### src/rtl/mac_addr_swap.sv
// mac_addr_swap
//   AXI4-Stream byte stage for the loopback path. Collects the first 12
//   bytes of a frame (destination MAC, then source MAC), re-emits them with
//   the two addresses exchanged, then passes the rest of the frame through.
//   Frames of 12 bytes or fewer are replayed unswapped and marked errored.
//
// Ports
//   axis_clk, axis_rstn      clock, asynchronous active-low reset
//   s_axis_*                 input stream (tdata/tvalid/tlast/tuser, tready out)
//   m_axis_*                 output stream, tdata/tvalid/tlast/tuser registered
//   frame_cnt                frames that went through the header/pass path
//   short_cnt                frames replayed as short/errored
module mac_addr_swap #(
    parameter bit SWAP_EN = 1'b1,
    parameter int CNT_W   = 16
) (
    input  logic             axis_clk,
    input  logic             axis_rstn,
    input  logic [7:0]       s_axis_tdata,
    input  logic             s_axis_tvalid,
    input  logic             s_axis_tlast,
    input  logic             s_axis_tuser,
    output logic             s_axis_tready,
    output logic [7:0]       m_axis_tdata,
    output logic             m_axis_tvalid,
    output logic             m_axis_tlast,
    output logic             m_axis_tuser,
    input  logic             m_axis_tready,
    output logic [CNT_W-1:0] frame_cnt,
    output logic [CNT_W-1:0] short_cnt
);

    typedef enum logic [1:0] {COLLECT, HDR, PASS, SHORT} state_t;

    state_t             state_q, state_d;
    logic [3:0]         idx_q, idx_d;
    logic [3:0]         n_q, n_d;
    logic [7:0]         hdr_buf_q [12];
    logic               buf_we;
    logic [7:0]         out_data_q, out_data_d;
    logic               out_valid_q, out_valid_d;
    logic               out_last_q, out_last_d;
    logic               out_user_q, out_user_d;
    logic [CNT_W-1:0]   frame_cnt_q, frame_cnt_d;
    logic [CNT_W-1:0]   short_cnt_q, short_cnt_d;
    // Holds tready low for the first cycle out of reset so tready reads 0
    // while reset is asserted.
    logic               run_q;
    logic               can_load;
    logic               s_hs;

    // Header output index k -> buffer index.
    function automatic logic [3:0] hdr_sel(input logic [3:0] k);
        if (!SWAP_EN)
            return k;
        else if (k < 4'd6)
            return k + 4'd6;
        else
            return k - 4'd6;
    endfunction

    assign can_load = !out_valid_q || m_axis_tready;
    assign s_hs     = s_axis_tvalid && s_axis_tready;

    generate
        for (genvar gi = 0; gi < 12; gi++) begin : g_hdr_buf
            always_ff @(posedge axis_clk or negedge axis_rstn) begin
                if (!axis_rstn)
                    hdr_buf_q[gi] <= 8'h00;
                else if (buf_we && idx_q == 4'(gi))
                    hdr_buf_q[gi] <= s_axis_tdata;
            end
        end
    endgenerate

    always_comb begin
        state_d       = state_q;
        idx_d         = idx_q;
        n_d           = n_q;
        out_data_d    = out_data_q;
        out_valid_d   = out_valid_q;
        out_last_d    = out_last_q;
        out_user_d    = out_user_q;
        frame_cnt_d   = frame_cnt_q;
        short_cnt_d   = short_cnt_q;
        buf_we        = 1'b0;
        s_axis_tready = 1'b0;

        // A drained register empties unless something below reloads it.
        if (can_load)
            out_valid_d = 1'b0;

        case (state_q)
            COLLECT: begin
                s_axis_tready = run_q && can_load;
                if (s_hs) begin
                    buf_we = 1'b1;
                    if (s_axis_tlast) begin
                        n_d     = idx_q + 4'd1;
                        idx_d   = 4'd0;
                        state_d = SHORT;
                    end else if (idx_q == 4'd11) begin
                        // Header byte 0 never depends on byte 11, so it is
                        // loaded on the 12th handshake to avoid a bubble.
                        out_data_d  = hdr_buf_q[hdr_sel(4'd0)];
                        out_valid_d = 1'b1;
                        out_last_d  = 1'b0;
                        out_user_d  = 1'b0;
                        idx_d       = 4'd1;
                        state_d     = HDR;
                    end else begin
                        idx_d = idx_q + 4'd1;
                    end
                end
            end
            HDR: begin
                if (can_load) begin
                    out_data_d  = hdr_buf_q[hdr_sel(idx_q)];
                    out_valid_d = 1'b1;
                    out_last_d  = 1'b0;
                    out_user_d  = 1'b0;
                    if (idx_q == 4'd11) begin
                        idx_d   = 4'd0;
                        state_d = PASS;
                    end else begin
                        idx_d = idx_q + 4'd1;
                    end
                end
            end
            PASS: begin
                s_axis_tready = can_load;
                if (s_hs) begin
                    out_data_d  = s_axis_tdata;
                    out_valid_d = 1'b1;
                    out_last_d  = s_axis_tlast;
                    out_user_d  = s_axis_tlast && s_axis_tuser;
                    if (s_axis_tlast) begin
                        frame_cnt_d = frame_cnt_q + 1'b1;
                        idx_d       = 4'd0;
                        state_d     = COLLECT;
                    end
                end
            end
            SHORT: begin
                if (can_load) begin
                    out_data_d  = hdr_buf_q[idx_q];
                    out_valid_d = 1'b1;
                    out_last_d  = (idx_q == n_q - 4'd1);
                    out_user_d  = (idx_q == n_q - 4'd1);
                    if (idx_q == n_q - 4'd1) begin
                        short_cnt_d = short_cnt_q + 1'b1;
                        idx_d       = 4'd0;
                        state_d     = COLLECT;
                    end else begin
                        idx_d = idx_q + 4'd1;
                    end
                end
            end
            default: begin
                idx_d   = 4'd0;
                state_d = COLLECT;
            end
        endcase
    end

    always_ff @(posedge axis_clk or negedge axis_rstn) begin
        if (!axis_rstn) begin
            state_q     <= COLLECT;
            idx_q       <= 4'd0;
            n_q         <= 4'd0;
            out_data_q  <= 8'h00;
            out_valid_q <= 1'b0;
            out_last_q  <= 1'b0;
            out_user_q  <= 1'b0;
            frame_cnt_q <= '0;
            short_cnt_q <= '0;
            run_q       <= 1'b0;
        end else begin
            state_q     <= state_d;
            idx_q       <= idx_d;
            n_q         <= n_d;
            out_data_q  <= out_data_d;
            out_valid_q <= out_valid_d;
            out_last_q  <= out_last_d;
            out_user_q  <= out_user_d;
            frame_cnt_q <= frame_cnt_d;
            short_cnt_q <= short_cnt_d;
            run_q       <= 1'b1;
        end
    end

    assign m_axis_tdata  = out_data_q;
    assign m_axis_tvalid = out_valid_q;
    assign m_axis_tlast  = out_last_q;
    assign m_axis_tuser  = out_user_q;
    assign frame_cnt     = frame_cnt_q;
    assign short_cnt     = short_cnt_q;

endmodule

### config.mk
export PLATFORM = sky130hd
export DESIGN_NAME = mac_addr_swap
export DESIGN_NICKNAME = d
export VERILOG_FILES = /design/src/rtl/mac_addr_swap.sv
export SDC_FILE = /design/constraint.sdc
export NUM_CORES = 1
export LEC_CHECK = 0
export ABC_AREA = 0
export CAP_MARGIN = 0
export CORE_ASPECT_RATIO = 2
export CORE_MARGIN = 4
export CORE_UTILIZATION = 54
export CTS_CLUSTER_DIAMETER = 40
export CTS_CLUSTER_SIZE = 16
export DETAILED_ROUTE_END_ITERATION = 12
export GPL_TIMING_DRIVEN = 1
export PLACE_DENSITY = 0.77
export SLEW_MARGIN = 40
export SYNTH_ARGS = -nofsm -noshare
export SYNTH_HDL_FRONTEND = slang
export SYNTH_SLANG_ARGS = --single-unit
### constraint.sdc
create_clock -name axis_clk -period 2.4 [get_ports axis_clk]
set_clock_uncertainty 0.2 [all_clocks]
set_input_delay 0.36 -clock axis_clk [delete_from_list [all_inputs] [get_ports axis_clk]]
set_output_delay 0.36 -clock axis_clk [all_outputs]
set_load 0.05 [all_outputs]
==> results.md <==
- Number of antenna violations at the first check in global routing: 0
- Port Buffers: 57
- Largest net degree at the start of global routing: between 50 and 60
- Critical Path RT: 1.84 ns
- CP top delay family: buffers and inverters
- Starting density of the core: a little over half
- R2r worst-path depth: 6
- Post-synth EDFFs: 0
- Crit path depth: 1
- Core area: roughly 15000 um2
- Final Max Tran Viols: 0
- Clock Latency Late Sink: ~0.43 ns
- Drt wl/cell: between 20 and 25 um
- GRT Util Overall: between 20% and 30%
- Via density: 6.21
- Hold crit path type: in -> async
- CTS root buf: clkbuf_16
- Via count: between 5000 and 6000
- Worst reg2reg path startpoint: idx_q[0]$_DFFE_PN0P_
- CTS tree: done
- Layout Utilization: 66.3%
- Setup CP Type: reg -> out
- First-pass GRT wire length: 33700 um
- Fillers: around 1100
- Post-synthesis register bit count: 150
- Sum Neg Setup Slack: 0 ns
- Final hold violations: 0
- Die X-Extent: 95.9 um
- Reg power frac: 32.3%
- Share of cells above drive strength 1: 27.6%
- Cell internal pwr: 7.08 mW
- Detailed placer's ending HPWL: ~15000 um
- Async SR Flop Fraction: between 90% and 100%
- FP Rows: 64
- Worst-path cell chain: clkdlybuf4s50_1
- Clk network pwr share: roughly a quarter
- Worst Path Buf+Inv: 1
- # diodes: 0
- Worst vdd ir: around 0.57 mV
- Vert. Die Dim: 184 um
- Main area contributors after synthesis: dfrtp_1, mux2_2, mux2_1
- Die area: 17600 um2
- Net Sw Power: 4.31 mW
- TritonRoute pass-1 iters: 5
- Status: finished, final reports clean
- Power per cell area: between 1000 and 1500 nW/um2
- Syn avg cell area: 12.6 um2
- Cells after Synth: around 660
- Routed Antenna Nets: 0
- Combinational power share: 43.3%
- Clock sinks: 150
- Yosys warning count: 0
- H-tree depth: 4
- Crit path time final: 2.31 ns
- Critical Path End Type: output pin
- DRT iter0 DRCs: 387
- Syn_nets: just under 700
- Worst reg2reg path endpoint: m_axis_tdata[1]$_DFFE_PN0P_
- Mapped Area: roughly 8300 um2
- Synth cell types: between 60 and 70
- Setup crit start: frame_cnt[4]$_DFFE_PN0P_
- Slew margin rel.: 51.5%
- Total grt overflow: 0
- Post-synth top flop: dfrtp_1
- Multi-input gate area: 4360 um2
- Max Root-Sink Buffers: 2
- CP Launch Type: flop
- Final period util: 96.1%
- Area growth from synthesis to layout: 20.9%
- Vias in the first global route: 6440
- Detailed Route WL: 20900 um
- Capture point of the worst path: frame_cnt[4]
- Static Leakage: about 4.5 nW
- Clk pin slew, worst setup/hold paths: 0.06 ns
- # DRC: 0
- Slowest cell on the critical path: clkdlybuf4s50_1
- RD Place Congestion: 0.940
- Critical Path AT: 1.75 ns
- Cts bufs inserted: 17
- Yosys top cell area share: between 40 and 50%
- FF/Latch Area: between 3000 and 4000 um2
- Final net count: 774
- Setup Viol. Count Final: 0
- Sequential area share after synthesis: 45.0%
- Reg2Reg Setup Slack: roughly 0.1 ns
- Maxcap violations: 0
- Delay of the slowest critical-path stage: 0.85 ns
- Worst-Margin Slew: 0.727 ns
- Synth area leader: dfrtp_1
- Sw Ratio: around 38%
- Critical Path Fanout Max: 6
- RSZ-0062 raised after global routing: no
- I/O Pins: 58
- Fmax: 434 MHz
==> power groups by stage <==
stage               logic, mW  clock network (mW)  registers [mW]
finish                   4.93                2.79            3.68
global route             5.24                2.94            3.73
CTS                      4.87                2.83            3.67
detailed placement       4.81                   0            3.70
global placement         4.70                   0            3.65
floorplan                3.00                   0            3.91
==> worst min path at each step <==
stage | from | endpoint | cells after the start
floorplan | axis_rstn | frame_cnt[0]$_DFFE_PN0P_ | 0
global placement | axis_rstn | frame_cnt[15]$_DFFE_PN0P_ | 1
detailed placement | axis_rstn | frame_cnt[15]$_DFFE_PN0P_ | 1
CTS | axis_rstn | frame_cnt[15]$_DFFE_PN0P_ | 2
global route | axis_rstn | frame_cnt[15]$_DFFE_PN0P_ | 2
finish | axis_rstn | frame_cnt[15]$_DFFE_PN0P_ | 2
==> cells in the mapped netlist, drive strengths merged, types with 5 or more instances <==
cell    number
xor2        22
a22oi        5
mux4        26
a31oi       14
o22ai       11
dfrtp      150
nand2       35
nor3        12
nand3       29
and3         6
o22a         5
ha           9
clkbuf      10
nor2        18
mux2       131
inv         12
mux2i       19
a222oi       5
nand2b       9
xnor2       19
a21oi       13
o21ai       13
nor4         9
buf         28
==> timing repair <==
action	in CTS	in global routing
setup buffers	0	1
hold buffers	1	0
pin swaps	0	2
endpoints found under the hold margin	48	0
cloned	0	0
setup endpoints to repair	1	4
gates resized for setup	1	2
==> state kept, by name, indices dropped and copies added (netlist names) <==
| name | count |
|---|---|
| frame_cnt | 16 |
| run_q | 1 |
| short_cnt | 16 |
| idx_q | 4 |
| m_axis_tlast | 1 |
| state_q | 2 |
| m_axis_tdata | 8 |
| m_axis_tvalid | 1 |
| m_axis_tuser | 1 |
| n_q | 4 |
| hdr_buf_q | 96 |
==> routing by layer <==
| layer | wire [um] | track usage (%) | share of wire [%] |
|---|---|---|---|
| met1 | 7370 | 26.8 | 35 |
| met2 | 11400 | 44.4 | 55 |
| met3 | 695 | 4.34 | 3.3 |
| met4 | 1390 | 16.9 | 6.7 |
| met5 | 0 | 0 | 0 |
==> through the flow <==
| stage | hold WS [ns] | cells | instance area [um2] | total power [mW] | setup slack, ns |
|---|---|---|---|---|---|
| floorplan | -0.136 | 664 | 8390 | 6.92 | -0.0553 |
| global placement | 0.129 | 928 | 9440 | 8.34 | -0.00211 |
| detailed placement | 0.137 | 928 | 9440 | 8.51 | -0.0169 |
| CTS | 0.250 | 961 | 10100 | 11.4 | 0.0239 |
| global route | 0.281 | 962 | 10100 | 11.9 | 0.00718 |
| finish | 0.230 | 962 | 10100 | 11.4 | 0.0945 |
==> area by class of cell <==
| cell class | count | area share, % |
|---|---|---|
| Tap cell | 198 | 2.46 |
| Clock inverter | 13 | 1.70 |
| Clock buffer | 19 | 4.39 |
| Inverter | 13 | 0.533 |
| Multi-Input combinational cell | 463 | 43.3 |
| Sequential cell | 150 | 37.2 |
| Timing Repair Buffer | 106 | 10.4 |
==> cells in the final DEF (no fill, tap or decap), types with 5 or more instances in the layout <==
master	Yosys	layout
and3_1	6	6
a21oi_1	12	12
clkbuf_16	0	17
nor2_1	18	17
buf_4	8	40
mux2_1	65	65
nor4_1	7	7
a22oi_1	5	5
mux2i_1	19	19
nand3_1	16	16
nand2b_1	9	9
mux4_2	26	26
mux2_2	66	66
ha_1	9	8
a31oi_1	14	14
nand3_2	5	5
dfrtp_1	150	148
xnor2_1	18	16
nor3_1	10	9
a222oi_1	5	5
inv_1	11	10
nand3_4	8	8
o21ai_0	12	11
o22ai_1	11	11
clkdlybuf4s50_1	0	55
buf_12	0	9
nand2_1	34	34
xor2_1	21	21
o22a_1	5	5
==> kinds of logic after synthesis <==
family	share of synthesized area (%)
AOI/OAI and AO/OA	7.54
xor gates and xnor gates	4.48
other	0.0449
and+or+nand+nor	11.3
DFF	45.0
adders and majority gates	1.35
buffers and inverters	3.30
muxes	27.0
Power figures use the tool's default switching activity.
